`src/rtl/c880_alu_reg_if.sv`:
```
// Packed operand/control vector and registered result vector of the c880-style ALU block.
interface c880_alu_reg_if #(
  parameter int IN_W  = 60,
  parameter int OUT_W = 26
);
  logic [IN_W-1:0]  in;
  logic [OUT_W-1:0] out;

  modport master (output in, input out);
  modport slave  (input in, output out);
endinterface

```
`src/rtl/c880_alu_reg.sv`:
```
// 8-bit ALU, byte merge, equality compare and priority encoder feeding one
// capture-enabled output register (c880-style 60-in / 26-out packing).
module c880_alu_reg #(
  parameter int IN_W  = 60,
  parameter int OUT_W = 26
) (
  input logic            clk,
  input logic            rst_n,
  c880_alu_reg_if.slave  bus
);

  function automatic logic [2:0] prio_enc(input logic [7:0] v);
    prio_enc = 3'd0;
    for (int i = 0; i < 8; i++) begin
      if (v[i]) prio_enc = 3'(i);
    end
  endfunction

  function automatic logic [8:0] alu_sum(input logic [2:0] op, input logic [7:0] a,
                                         input logic [7:0] b, input logic cin);
    case (op)
      3'b000:  alu_sum = {1'b0, a} + {1'b0, b} + {8'd0, cin};
      3'b001:  alu_sum = {1'b0, a} + {1'b0, ~b} + {8'd0, cin};
      3'b010:  alu_sum = {1'b0, a & b};
      3'b011:  alu_sum = {1'b0, a | b};
      3'b100:  alu_sum = {1'b0, a ^ b};
      3'b101:  alu_sum = {1'b0, ~a};
      3'b110:  alu_sum = {a[7], a[6:0], cin};
      default: alu_sum = {a[0], cin, a[7:1]};
    endcase
  endfunction

  // Stage p0: field extraction and combinational core
  logic [7:0]       a_p0, b_p0, c_p0, d_p0, mask_p0, e_p0;
  logic [2:0]       op_p0;
  logic             cin_p0, cap_p0;
  logic [8:0]       sum_p0;
  logic [7:0]       r_p0, m_p0;
  logic             v_p0;
  logic [OUT_W-1:0] next_p0;
  logic [6:0]       unused_rsv_p0;

  assign a_p0          = bus.in[7:0];
  assign b_p0          = bus.in[15:8];
  assign c_p0          = bus.in[23:16];
  assign d_p0          = bus.in[31:24];
  assign op_p0         = bus.in[34:32];
  assign cin_p0        = bus.in[35];
  assign mask_p0       = bus.in[43:36];
  assign e_p0          = bus.in[51:44];
  assign cap_p0        = bus.in[52];
  assign unused_rsv_p0 = bus.in[IN_W-1:53];

  assign sum_p0 = alu_sum(op_p0, a_p0, b_p0, cin_p0);
  assign r_p0   = sum_p0[7:0];
  assign m_p0   = (c_p0 & mask_p0) | (d_p0 & ~mask_p0);

  // Overflow only exists for the two arithmetic ops; subtract sees ~B as the second operand.
  always_comb begin
    v_p0 = 1'b0;
    case (op_p0)
      3'b000:  v_p0 = (a_p0[7] == b_p0[7]) && (r_p0[7] != a_p0[7]);
      3'b001:  v_p0 = (a_p0[7] != b_p0[7]) && (r_p0[7] != a_p0[7]);
      default: v_p0 = 1'b0;
    endcase
  end

  assign next_p0 = {(e_p0 != 8'd0),
                    prio_enc(e_p0),
                    (a_p0 == b_p0),
                    v_p0,
                    m_p0,
                    r_p0[7],
                    ^r_p0,
                    (r_p0 == 8'd0),
                    sum_p0[8],
                    r_p0};

  // Stage p1: capture-enabled output register
  logic [OUT_W-1:0] out_p1;

  always_ff @(posedge clk or negedge rst_n) begin
    if (!rst_n) begin
      out_p1 <= '0;
    end else if (cap_p0) begin
      out_p1 <= next_p0;
    end
  end

  assign bus.out = out_p1;

endmodule

```
`src/flat_wrapper.sv`:
```
// flat-port wrapper written by rule: the top's interface ports become plain ports
module c880_alu_reg_flat 
#(
  parameter int IN_W  = 60,
  parameter int OUT_W = 26
)
  (clk, rst_n, bus_in, bus_out);
  c880_alu_reg_if #(.IN_W(IN_W), .OUT_W(OUT_W)) bus_i ();
  input logic clk;
  input logic rst_n;
  input wire logic [$bits(bus_i.in)-1:0] bus_in;
  output wire logic [$bits(bus_i.out)-1:0] bus_out;
  assign bus_i.in = bus_in;
  assign bus_out = bus_i.out;
  c880_alu_reg #(.IN_W(IN_W), .OUT_W(OUT_W)) u_core (.clk(clk), .rst_n(rst_n), .bus(bus_i));
endmodule
```
`config.mk`:
```
export PLATFORM = sky130hd
export DESIGN_NAME = c880_alu_reg_flat
export DESIGN_NICKNAME = d
export VERILOG_FILES = /design/src/rtl/c880_alu_reg_if.sv /design/src/rtl/c880_alu_reg.sv /design/src/flat_wrapper.sv
export SDC_FILE = /design/constraint.sdc
export NUM_CORES = 1
export LEC_CHECK = 0
export CORE_ASPECT_RATIO = 1.25
export CORE_UTILIZATION = 36
export CTS_BUF_LIST = sky130_fd_sc_hd__clkbuf_2
export DETAILED_ROUTE_END_ITERATION = 10
export PLACE_DENSITY = 0.64
export SKIP_CTS_REPAIR_TIMING = 1
export SYNTH_ARGS = -nofsm -noshare
export SYNTH_HDL_FRONTEND = slang
export SYNTH_SLANG_ARGS = --single-unit
```
`constraint.sdc`:
```
create_clock -name clk -period 1 [get_ports clk]
set_input_delay 0.3 -clock clk [delete_from_list [all_inputs] [get_ports clk]]
set_output_delay 0.3 -clock clk [all_outputs]
set_load 0.01 [all_outputs]
```
; Word-level counts from Yosys, hierarchy flattened
; Cells that the tools add are included.
[op_classes]
add_sub_neg = 4
n_mul = 0
div = 0
n_lt_le_gt_ge = 0
eq_ne = 10
shift = 0
muxes = 9
n_bitwise = 9
n_reduce_logical = 6
[op_table]
columns = operator, n
row1 = $pmux 9 s7, 1
row2 = $and 8x8->8, 3
row3 = $not 8->8, 3
row4 = $add 8x8->9, 2
row5 = $add 9x1->9, 2
row6 = $or 8x8->8, 2
row7 = $mux 3, 4
row8 = $eq 3x3->1 const B, 3
row9 = $eq 8x8->1, 1
row10 = $logic_not 8->1, 1
row11 = $reduce_bool 8->1, 1
row12 = $reduce_xor 8->1, 1
row13 = $xor 8x8->8, 1
row14 = $eq 3x2->1 const B, 2
row15 = $mux 2, 2
row16 = $eq 3x1->1 const B, 1
row17 = $logic_not 3->1, 1
row18 = $logic_and 1x1->1, 2
row19 = $ne 1x1->1, 2
row20 = $pmux 1 s2, 1
row21 = $eq 1x1->1, 1
row22 = $mux 1, 1
[word_totals]
ff_bits = 26
latchBits = 0
ramBits = 0
romBits = 0
output_inout_bits = 26
mem_count = 0

; Logic depth before layout (Yosys ltp)
; Gate-level depths: netlist of run 1.
[logic_depth]
word_depth = 7
ltp_mapped = 16
ltp_nobuf = 16

; Least setup slack after synthesis of run 1
; No wires, ideal clock.
[synth_timing]
path_type = input to register
startpoint = input port bus_in[0]
endpoint = register u_core.out_p1[10], in the netlist u_core.bus.out[10]
setup_time_ns = 0.092
t_arrival_ns = 3.467
required_ns = 0.908
path_slack_ns = -2.559
stages = 15
path_buffers = 0
cell_sequence = inv_1 -> fa_1 -> or3_2 -> a31oi_1 -> o21bai_1 -> a31oi_1 -> xnor2_1 -> a21oi_1 -> ha_1 -> xnor2_1 -> xnor2_1 -> inv_1 -> or4_1 -> and3b_1 -> o31ai_2
[synth_between]
elab_chain_cells = 4
word_cells_on_any_way = 10
[synth_rtl]
columns = element, line_no
row1 = start: declaration, flat_wrapper.sv:11  ; input wire logic [$bits(bus_i.in)-1:0] bus_in;
row2 = $add 8x8->9 (on tied branches), "c880_alu_reg.sv:23, c880_alu_reg.sv:22"
row3 = $add 9x1->9 (on tied branches), "c880_alu_reg.sv:23, c880_alu_reg.sv:22"
row4 = $pmux 9 s7 *, c880_alu_reg.sv:21  ; case (op)
row5 = $reduce_xor 8->1 *, c880_alu_reg.sv:74  ; ^r_p0,
row6 = end signal: assignment, c880_alu_reg.sv:86  ; out_p1 <= next_p0;
row7 = end: declaration, c880_alu_reg.sv:80  ; logic [OUT_W-1:0] out_p1;
; Every way passes the cells marked *; elsewhere a longest branch is shown, timed or not.
; A chain may end at the register's enable or synchronous reset.

; Worst setup path after layout of run 1
[layout_timing]
startpoint = input port bus_in[35]
endpoint = register u_core.out_p1[10], in the netlist u_core.bus.out[10]
[layout_between]
elab_chain_cells = 3
word_cells_on_any_way = 4
[layout_rtl]
columns = element, line_no
row1 = $add 9x1->9 (on tied branches), "c880_alu_reg.sv:23, c880_alu_reg.sv:22"
row2 = $pmux 9 s7 *, c880_alu_reg.sv:21
row3 = $reduce_xor 8->1 *, c880_alu_reg.sv:74
; Marks and branches as above.

==> impl_metrics.env, run 1 <==
export IMPL_die_w_um=79.1
export IMPL_outcome="finished with violations"
export IMPL_portBuffers=80
export IMPL_rsz0062_at_grt="yes"
export IMPL_dpl_hpwl_um=7100
export IMPL_synthesis_area_mm2=0.00268
export IMPL_final_hold_viol_count=0
export IMPL_grt_pass1_vias=3025
export IMPL_cts_sinks=25
export IMPL_ys_ff_latch=25
export IMPL_vias=3092
export IMPL_place_area_mm2=0.00445
export IMPL_clk_pin_slew_ns=0.21
export IMPL_die_y_um=98.4
export IMPL_p_leak_uw=0.00227
export IMPL_yosys_area_top_type="dfrtp_1"
export IMPL_critPathLaunchType="input pin"
export IMPL_synth_area_top_cells="dfrtp_1 (23%), ha_1 (13%), nor2_1 (6.9%)"
export IMPL_grt_usage=0.218
export IMPL_grt_pass1_wl_um=13700
export IMPL_synth_top_area_frac=0.234
export IMPL_synthDistinctLibCells=66
export IMPL_cts_tree="built"
export IMPL_area_delta_synth_final_pct=76.1
export IMPL_violations="negative setup slack"
export IMPL_vias_per_cell=5.08
export IMPL_drv_cap=0
export IMPL_synthTopCellsByCount="nor2_1 (49), a21oi_1 (31), ha_1 (28), inv_1 (28), dfrtp_1 (25)"
export IMPL_fin_crit_sh=3.26
export IMPL_slew_viol_final=0
export IMPL_core_area_mm2=0.00706
export IMPL_antenna_found_initial=0
export IMPL_tns_ns=-19.18
export IMPL_setup_viol=42
export IMPL_cellPowerDensity_mw_per_mm2=870
export IMPL_layout_cells_non_filler=609
export IMPL_htreeDepth=1
export IMPL_synth_top_family_by_area="compound AO/OA/AOI/OAI gates"
export IMPL_drtIter0Drc=137
export IMPL_fp_row_count=34
export IMPL_synth_async_reset_ratio=1.00
export IMPL_io_pins=88
export IMPL_clk_latency_ns=0.33
export IMPL_synth_edff_count=0
export IMPL_numCtsBuffers=3
export IMPL_drt_first_pass_iters=4
export IMPL_initial_core_util=0.379
export IMPL_routedWlPerCell_um=14.4
export IMPL_finish_net_count=614
export IMPL_largest_reg_flops=25
export IMPL_dp_cells=591
export IMPL_tightest_slew_ns=0.328
export IMPL_grt_overflow_total=0
export IMPL_drc=0
export IMPL_skew_ns=0
export IMPL_synth_fa_ha_area_frac=0.161
export IMPL_post_place_ws_ns=-3.17
export IMPL_die_area_mm2=0.00779
export IMPL_antenna_cells=0
export IMPL_yosysSeqAreaShare=0.234
export IMPL_hold_class="input pin to async pin"
export IMPL_synth_warnings=0
export IMPL_synth_compound_area_frac=0.273
export IMPL_layout_setup_ws_ns=-2.26
export IMPL_synth_most_common_cell="nor2_1"
export IMPL_gp_congestion=0.857
export IMPL_maxSlewHeadroom=0.781
export IMPL_crit_type="input pin to flop"
export IMPL_worstPathArrival_ns=3.53
export IMPL_peakVddDrop_mv=0.464
export IMPL_design_area_mm2=0.00471
export IMPL_synth_nets=420
export IMPL_fin_hold_ws_ns=0.274
export IMPL_synth_area_mux_share=0.0500
export IMPL_critPathMaxFanout=2
export IMPL_drive_above_1_share=0.474
export IMPL_fmax_mhz=307
export IMPL_crit_required_ns=1.27
export IMPL_synth_ff_type="dfrtp_1"
export IMPL_grt_max_degree=27
export IMPL_synthXorXnorAreaFrac=0.0262
export IMPL_antenna_left=0
export IMPL_syn_area_per_cell_um2=8.21
export IMPL_cts_path_max_buffers=2
export IMPL_synth_cells=326
export IMPL_cts_root_buf="clkbuf_2"
export IMPL_yosys_area_share_simple=0.174
export IMPL_period_minus_slack_ns=3.26
export IMPL_wl_um=8780
export IMPL_crit_path_end_kind="flop"
[final timing paths]
path | from | to | slack (ns) | cells past startpoint
max | bus_in[35] | u_core.bus.out[10]$_DFFE_PN0P_ | -2.26 | 17
min in group clk | bus_in[48] | u_core.bus.out[24]$_DFFE_PN0P_ | 0.33 | 3
max in group asynchronous | rst_n | u_core.bus.out[16]$_DFFE_PN0P_ | 0.58 | 2
max reg2reg | u_core.bus.out[9]$_DFFE_PN0P_ | u_core.bus.out[9]$_DFFE_PN0P_ | 0.09 | 4
min | rst_n | u_core.bus.out[25]$_DFFE_PN0P_ | 0.27 | 2
min reg2reg | u_core.bus.out[21]$_DFFE_PN0P_ | u_core.bus.out[21]$_DFFE_PN0P_ | 0.52 | 1
[through the flow]
step,power (uW),util
global route,4410,0.667
global placement,3520,0.630
finish,4100,0.667
floorplan,2310,-
CTS,3940,0.633
detailed placement,3550,0.630
[routing by layer]
metal  global-route usage  vias to the layer above  part of all wire
met5                    0                        -                 0
met4               0.0741                        0             0.025
met3               0.0262                       16             0.064
met2                0.411                      117              0.52
met1                0.246                     1404              0.39
li1                     -                     1555                 -
[worst max-delay path, stage by stage]
cell and delay (ns):
buf_8 0.08, inv_6 0.03, fa_2 0.39, fa_2 0.35, o21bai_1 0.25, a21oi_1 0.13
xor2_1 0.15, a21oi_1 0.12, nand2_1 0.06, o211ai_1 0.12, ha_1 0.30, xnor2_2 0.18
xnor2_2 0.14, inv_1 0.05, or4_4 0.50, and3b_1 0.18, o31ai_2 0.17
[layout by cell type (no fill, tap or decap), types with 3 or more instances in the layout]
cell type and count:
a211oi_1 4, a211oi_2 4, a21oi_1 26, a21oi_2 5, a31oi_1 6, buf_12 3
buf_4 118, buf_6 12, clkbuf_2 31, clkdlybuf4s50_1 33, dfrtp_1 25, dlymetal6s2s_1 10
fa_2 4, ha_1 19, ha_4 7, inv_1 10, inv_2 13, mux2i_1 10
nand2_1 10, nand2b_1 3, nand3_2 3, nor2_1 47, nor3_1 3, nor3_2 4
o21a_1 3, o21ai_0 18, o21ai_2 4, o21bai_1 3, o22ai_1 3, or3_1 3
or4_4 3, xnor2_1 4
[cell type report]
class	instances	area [um2]
Timing Repair Buffer	205	1690
Sequential cell	25	626
Clock buffer	4	20.0
Tap cell	90	113
Inverter	30	140
Multi-Input combinational cell	255	2120
Fill cell	608	2350
[cell families after synthesis]
logic type               after synthesis
AO/OA/AOI/OAI                        108
XOR/XNOR                               8
adder cells (fa/ha/maj)               32
buffers and inverters                 46
flip-flops                            25
multiplexers                          13
AND/OR/NAND/NOR                       94
[where the power goes]
group,switching [uW],internal [uW]
Sequential,68.7,1130
Combinational,1130,1390
Clock,281,106
No activity file was read; power rests on OpenSTA's default activity.
==> inputs of run 2 (changes only) <==
--- a/config.mk
+++ b/config.mk
@@ -7,7 +7,7 @@
 export LEC_CHECK = 0
 export CORE_ASPECT_RATIO = 1.25
 export CORE_UTILIZATION = 36
-export CTS_BUF_LIST = sky130_fd_sc_hd__clkbuf_2
+export CTS_BUF_LIST = sky130_fd_sc_hd__clkbuf_4 sky130_fd_sc_hd__clkbuf_8
 export DETAILED_ROUTE_END_ITERATION = 10
 export PLACE_DENSITY = 0.64
 export SKIP_CTS_REPAIR_TIMING = 1
==> constraint.sdc (replaced) <==
create_clock -name clk -period 1 [get_ports clk]
set_input_delay 0.2 -clock clk [delete_from_list [all_inputs] [get_ports clk]]
set_output_delay 0.2 -clock clk [all_outputs]
set_load 0.01 [all_outputs]
==> run 2 against run 1 <==
Compared with the run above: the flow still finishes with violations (negative setup slack); final cell count rose by 3.3%; global-route usage rose by 1.1 points; register-to-register slack got worse by 0.03 ns; power rose by 11%; sequential share of layout area fell by 0.80 points; count of clock-buffer cells in the layout fell by 1; die area did not move; worst setup slack got worse by 0.14 ns; combinational power rose by 11%; sequential cell count did not move; largest cell class unchanged; largest power group unchanged.
==> impl_metrics.env, run 2 (synthesis gave the netlist of run 1 again) <==
export IMPL_outcome="finished with violations"
export IMPL_violations="negative setup slack"
export IMPL_design_area_mm2=0.00502
export IMPL_antenna_left=0
export IMPL_grt_overflow_total=0
export IMPL_skew_ns=0
export IMPL_layout_setup_ws_ns=-2.40
export IMPL_antenna_found_initial=0
export IMPL_core_area_mm2=0.00706
export IMPL_clock_power_share=0.128
export IMPL_period_minus_slack_ns=3.40
export IMPL_crit_path_end_kind="flop"
export IMPL_fin_crit_sh=3.40
export IMPL_die_y_um=98.4
export IMPL_die_w_um=79.1
export IMPL_gp_congestion=0.917
export IMPL_vias=3300
export IMPL_clk_latency_ns=0.26
export IMPL_vias_per_cell=5.25
export IMPL_area_delta_synth_final_pct=87.4
export IMPL_cts_path_max_buffers=2
export IMPL_cellPowerDensity_mw_per_mm2=912
export IMPL_portBuffers=80
export IMPL_final_cell_mix="buf_4 (133), nor2_1 (47), clkdlybuf4s50_1 (27)"
export IMPL_numCtsBuffers=3
export IMPL_grt_max_degree=26
export IMPL_cts_root_buf="clkbuf_8"
export IMPL_setup_viol=17
export IMPL_critPathLaunchType="input pin"
export IMPL_tns_ns=-15.12
export IMPL_fmax_mhz=294
export IMPL_max_stage_delay_ns=0.52
export IMPL_largest_reg_flops=25
export IMPL_initial_core_util=0.379
export IMPL_crit_required_ns=1.15
export IMPL_dpl_hpwl_um=7200
export IMPL_peakVddDrop_mv=0.510
export IMPL_grt_pass1_wl_um=14300
export IMPL_grt_pass1_vias=3159
export IMPL_drtIter0Drc=154
export IMPL_post_place_ws_ns=-3.12
export IMPL_htreeDepth=1
export IMPL_antenna_cells=0
export IMPL_finish_net_count=634
export IMPL_tightest_slew_ns=0.349
export IMPL_drive_above_1_share=0.499
export IMPL_io_pins=88
export IMPL_die_area_mm2=0.00779
export IMPL_slew_viol_final=0
export IMPL_wl_um=9730
export IMPL_intPower_uw=2950
export IMPL_grt_usage=0.229
export IMPL_switching_share=0.354
export IMPL_seqCellArea_um2=626
export IMPL_cpMaxStageDelayCell="or4_4"
export IMPL_power_switching_uw=1620
export IMPL_power_uw=4570
export IMPL_fp_row_count=34
export IMPL_cts_tree="built"
export IMPL_fill_cells=579
export IMPL_drv_cap=0
export IMPL_p_comb_frac=0.609
export IMPL_worstPathArrival_ns=3.56
export IMPL_crit_type="input pin to flop"
export IMPL_cts_sinks=25
export IMPL_drc=0
export IMPL_final_common_cell="buf_4"
export IMPL_path_common_cell="o21ai_1"
export IMPL_place_area_mm2=0.00448
export IMPL_p_leak_uw=0.00244
export IMPL_fin_hold_ws_ns=0.304
export IMPL_critPathMaxFanout=3
export IMPL_final_hold_viol_count=0
export IMPL_rsz0062_at_grt="yes"
export IMPL_hold_class="input pin to async pin"
export IMPL_worstPathCellList="buf_8, fa_2, or3_4, nand3_2, xnor2_1, a22oi_1, o21ai_1, a221o_1, o21ai_1, ha_2, xnor2_2, inv_1, or4_4, a21boi_0, o31ai_2"
export IMPL_clk_pin_slew_ns=0.08
export IMPL_multi_input_area_mm2=0.00218
export IMPL_drt_first_pass_iters=5
export IMPL_routedWlPerCell_um=15.5
export IMPL_maxSlewHeadroom=0.765
export IMPL_pwr_share_seq=0.263
==> run 2: routing by layer <==
layer	track usage	part of all wire
met2	0.430	0.52
met3	0.0234	0.060
met4	0.0909	0.035
met1	0.257	0.38
met5	0	0
==> run 2: final cells by class <==
cell class,count,area share
Clock buffer,3,0.00823
Clock inverter,1,0.000998
Multi-Input combinational cell,255,0.434
Tap cell,90,0.0224
Inverter,30,0.0299
Timing Repair Buffer,225,0.380
Sequential cell,25,0.125
==> run 2: worst max-delay path, delay by kind of cell <==
kind                       cells  cell delay [ns]
buffers and inverters          2             0.18
and+or+nand+nor                3             1.06
AOI/OAI and AO/OA              6             1.13
xor gates and xnor gates       2             0.26
adders and majority gates      2             0.72
==> run 2: path summary, 6_finish.rpt <==
kind / from / to / slack (ns) / depth (start not counted)
setup / recovery: bus_in[8] / u_core.bus.out[10]$_DFFE_PN0P_ / -2.40 / 15
hold / removal: rst_n / u_core.bus.out[23]$_DFFE_PN0P_ / 0.30 / 2
setup reg to reg: u_core.bus.out[3]$_DFFE_PN0P_ / u_core.bus.out[3]$_DFFE_PN0P_ / 0.06 / 3
hold reg to reg: u_core.bus.out[21]$_DFFE_PN0P_ / u_core.bus.out[21]$_DFFE_PN0P_ / 0.50 / 1
max in group asynchronous: rst_n / u_core.bus.out[19]$_DFFE_PN0P_ / 0.55 / 2
min in group clk: bus_in[48] / u_core.bus.out[24]$_DFFE_PN0P_ / 0.32 / 3
==> run 2: power groups by stage <==
stage / logic [uW] / registers (uW) / clock network, uW
final: 2780 / 1200 / 584
after global routing: 3000 / 1220 / 637
after CTS: 2330 / 1210 / 599
after detailed placement: 2320 / 1230 / 0
after global placement: 2270 / 1220 / 0
after floorplan: 1040 / 1280 / 0
==> run 2: through the flow <==
step | util | std cells
6_report | 0.710 | 629
5_1_grt | 0.710 | 629
4_1_cts | 0.641 | 599
3_5_place_dp | 0.635 | 595
3_3_place_gp | 0.635 | 595
2_1_floorplan | - | 326
==> inputs of run 3 (changes only) <==
--- a/config.mk
+++ b/config.mk
@@ -6,6 +6,7 @@
 export NUM_CORES = 1
 export LEC_CHECK = 0
 export CORE_ASPECT_RATIO = 1.25
+export CORE_MARGIN = 3
 export CORE_UTILIZATION = 36
 export CTS_BUF_LIST = sky130_fd_sc_hd__clkbuf_4 sky130_fd_sc_hd__clkbuf_8
 export DETAILED_ROUTE_END_ITERATION = 10
==> run 3 against run 2 <==
Compared with the run above: the run still ends with negative setup slack left; worst setup slack improved by 0.11 ns; count of clock-buffer cells in the layout did not move; final area is 5.2% lower; final cell count is 2.2% lower; global-route usage decreased by 3.4 points; clock skew unchanged; sequential power is essentially flat; sequential cell count stayed put; sequential share of layout area rose by 0.68 points; power fell by 4.9%; largest cell class unchanged.
==> impl_metrics.env, run 3 (synthesis gave the netlist of run 1 again) <==
export IMPL_power_uw=4350
export IMPL_die_y_um=102
export IMPL_antenna_left=0
export IMPL_drt_first_pass_iters=4
export IMPL_tightest_slew_ns=0.369
export IMPL_crit_path_end_kind="flop"
export IMPL_final_hold_viol_count=0
export IMPL_initial_core_util=0.377
export IMPL_period_minus_slack_ns=3.30
export IMPL_gp_congestion=0.892
export IMPL_area_delta_synth_final_pct=77.7
export IMPL_fin_util=0.669
export IMPL_vias_per_cell=5.14
export IMPL_cts_tree="built"
export IMPL_fmax_mhz=303
export IMPL_htreeDepth=1
export IMPL_skew_ns=0
export IMPL_dpl_hpwl_um=7240
export IMPL_die_w_um=83.1
export IMPL_critPathLaunchType="input pin"
export IMPL_clk_latency_ns=0.26
export IMPL_antenna_cells=0
export IMPL_drc=0
export IMPL_drv_cap=0
export IMPL_hold_class="input pin to async pin"
export IMPL_fill_cells=594
export IMPL_largest_reg_flops=25
export IMPL_grt_overflow_total=0
export IMPL_cts_root_buf="clkbuf_8"
export IMPL_slew_viol_final=0
export IMPL_numCtsBuffers=3
export IMPL_peakVddDrop_mv=0.526
export IMPL_grt_usage=0.195
export IMPL_rsz0062_at_grt="yes"
export IMPL_final_common_cell="buf_4"
export IMPL_grt_max_degree=26
export IMPL_cts_path_max_buffers=2
export IMPL_crit_required_ns=1.18
export IMPL_io_pins=88
export IMPL_drive_above_1_share=0.463
export IMPL_core_area_mm2=0.00710
export IMPL_outcome="finished with violations"
export IMPL_fin_hold_ws_ns=0.280
export IMPL_clk_pin_slew_ns=0.08
export IMPL_fin_crit_sh=3.30
export IMPL_cellPowerDensity_mw_per_mm2=915
export IMPL_routedWlPerCell_um=14.8
export IMPL_drtIter0Drc=127
export IMPL_violations="negative setup slack"
export IMPL_grt_pass1_wl_um=13800
export IMPL_crit_type="input pin to flop"
export IMPL_final_cell_mix="buf_4 (122), nor2_1 (46), clkdlybuf4s50_1 (28)"
export IMPL_antenna_found_initial=0
export IMPL_worstPathArrival_ns=3.48
export IMPL_setup_viol=15
export IMPL_maxSlewHeadroom=0.754
export IMPL_portBuffers=80
export IMPL_fp_row_count=34
export IMPL_post_place_ws_ns=-3.07
export IMPL_finish_net_count=620
export IMPL_critPathMaxFanout=2
export IMPL_grt_pass1_vias=3030
export IMPL_layout_setup_ws_ns=-2.30
export IMPL_p_leak_uw=0.00236
export IMPL_cts_sinks=25
export IMPL_die_area_mm2=0.00851
export IMPL_wl_um=9110
export IMPL_vias=3159
==> run 3: cell type report <==
type                            instances  area [um2]  share of cell area
Clock inverter                          1        5.00             0.00105
Clock buffer                            3        41.3             0.00868
Inverter                               30         138              0.0289
Tap cell                               90         113              0.0237
Multi-Input combinational cell        255        2100               0.443
Sequential cell                        25         626               0.132
Timing Repair Buffer                  211        1730               0.364
==> run 3: worst max-delay path, stage by stage <==
cell and delay (ns):
buf_6 0.08, inv_4 0.04, fa_2 0.39, inv_2 0.07, fa_2 0.42, nor2_1 0.11
a21oi_1 0.05, a221oi_1 0.30, o22ai_1 0.12, o21ai_1 0.15, ha_1 0.29, xnor2_2 0.21
xnor2_2 0.14, inv_1 0.05, or4_4 0.51, and3b_1 0.19, o31ai_2 0.16
==> run 3: worst paths after layout <==
check                                               startpoint                              to  depth (start not counted)  slack (ns)
min in group clk                                    bus_in[52]   u_core.bus.out[9]$_DFFE_PN0P_                          3        0.30
worst max register to register   u_core.bus.out[3]$_DFFE_PN0P_   u_core.bus.out[3]$_DFFE_PN0P_                          3        0.04
max in group asynchronous                                rst_n  u_core.bus.out[12]$_DFFE_PN0P_                          2        0.57
worst min register to register  u_core.bus.out[21]$_DFFE_PN0P_  u_core.bus.out[21]$_DFFE_PN0P_                          1        0.49
worst max-delay path                                bus_in[35]  u_core.bus.out[10]$_DFFE_PN0P_                         17       -2.30
worst min-delay path                                     rst_n  u_core.bus.out[24]$_DFFE_PN0P_                          2        0.28
==> run 3: power breakdown <==
part | switching [uW] | leakage, uW | internal, uW
Combinational | 1150 | 0.00204 | 1420
Sequential | 69.2 | 0.000290 | 1130
Clock | 304 | 0.0000255 | 278
==> run 3: layer usage <==
layer	global-route usage	vias to the layer above	part of all wire
li1	-	1573	-
met1	0.222	1441	0.40
met2	0.365	129	0.52
met3	0.0331	16	0.061
met4	0.0717	0	0.023
met5	0	-	0
==> run 3: metrics by stage <==
step | setup TNS (ns) | cell area (um2) | instances
after floorplan | -12.88 | 2790 | 326
after global routing | -15.86 | 4760 | 615
final | -14.57 | 4760 | 615
after CTS | -31.17 | 4530 | 601
after detailed placement | -30.12 | 4480 | 597
after global placement | -29.15 | 4480 | 597
==> edit (flow settings as in run 3) <==
Make the reset (`rst_n`) synchronous in one clocked block.
--- a/src/rtl/c880_alu_reg.sv
+++ b/src/rtl/c880_alu_reg.sv
@@ -80,5 +80,5 @@
   logic [OUT_W-1:0] out_p1;
 
-  always_ff @(posedge clk or negedge rst_n) begin
+  always_ff @(posedge clk) begin
     if (!rst_n) begin
       out_p1 <= '0;
Function: differs if rst_n is asserted again (counterexample within 4 cycles, from zero or initial values and one cycle with rst_n low); with rst_n held inactive, the same outputs for 10 cycles.
==> edit against run 3 <==
- the flow still finishes with violations (setup timing)
- total power down 7.8%
- worst setup slack better by 0.66 ns
- synthesized area fell by 1.0%
- sequential cell count did not move
- cell area decreased by 1.6%
- routed wire length is 3.7% lower
- critical path depth decreased by 2
- combinational power is 11% lower
==> edit: results (changes against run 3) <==
placed inst area=4200 um2 (-6.3%); Final Setup Violations=13 (-2); DR iter-0 viols=128 (+0.79%); reg2reg setup slack=0.25 ns (+0.21 ns); synth cell count leaders=ha_1, nand2_1, dfxtp_1, inv_1, a21oi_1; r2r endpoint=u_core.bus.out[4]; internal power=2.66 mW (-6.1%); Mapped Nets=426 (+1.4%); WHS=0.372 ns (+0.0919 ns); Setup TNS Final=-12.95 ns (+1.62 ns); CP Max Fanout=3 (+1); Critical Path Start=bus_in[0]; Setup WS post-layout=-1.63 ns (+0.664 ns); layout cell share with drive strength beyond 1=0.441 (-0.0218); clock sinks=25 (unchanged); post-synthesis sequential area ratio=0.189 (-0.0448); fillcell total=615 (+3.5%); CP max stage cell=fa_2; LEAKAGE=2.30 nW (-2.4%); hpwl dp=6810 um (-6.0%); dpl ws=-2.49 ns (+0.578 ns); HP Class=in2reg; failing checks=setup timing; slowest stage delay, CP=0.40 ns (-0.11 ns); Worst Reg-to-Reg Cells=2 (-1); PD cells=857 nW/um2 (-6.3%); Avg WL per Cell=15.1 um (+1.7%); fraction of registers with async set/reset=0 (-1.00); drt via density=5.36 (+4.4%); largest net degree at the start of global routing=28 (+7.7%); Post-Synthesis Cells=332 (+1.8%); Arr. time, crit path=2.80 ns (-0.68 ns); vias in the first global route=2,869 (-5.3%); final std cells w/o fill=582 (-5.4%); nets=587 (-5.3%); Comb power=2.29 mW (-11%); Netlist cell types=64 (-3.0%); sequential power=1.12 mW (-7%); CP endpoint=u_core.bus.out[10]; total track usage=0.186 (-0.00904); status=finished with violations
[edit: cell families (layout without fill, tap and decap cells)]
kind of cell / count (synthesis) / count (layout) / synth area share
buffers and inverters: 50 / 210 / 0.0897
xor gates and xnor gates: 8 / 8 / 0.0265
DFF: 25 / 25 / 0.189
AOI/OAI and AO/OA: 102 / 102 / 0.276
adders and majority gates: 32 / 32 / 0.162
and+or+nand+nor: 100 / 100 / 0.197
muxes: 15 / 15 / 0.0595
[edit: cell type report]
class / instances / area [um2] / area share
flip-flops and latches: 25 / 504 / 0.108
well taps: 90 / 113 / 0.0241
repair buffers: 180 / 1600 / 0.342
inverters: 26 / 109 / 0.0233
clock buffers: 4 / 48.8 / 0.0104
multi-input cells: 257 / 2310 / 0.493
[edit: routing by layer]
metal / share of wire / global-route usage / up-vias
li1: - / - / 1526
met1: 0.38 / 0.212 / 1459
met2: 0.52 / 0.344 / 122
met3: 0.083 / 0.0159 / 14
met4: 0.024 / 0.0792 / 0
met5: 0 / 0 / -
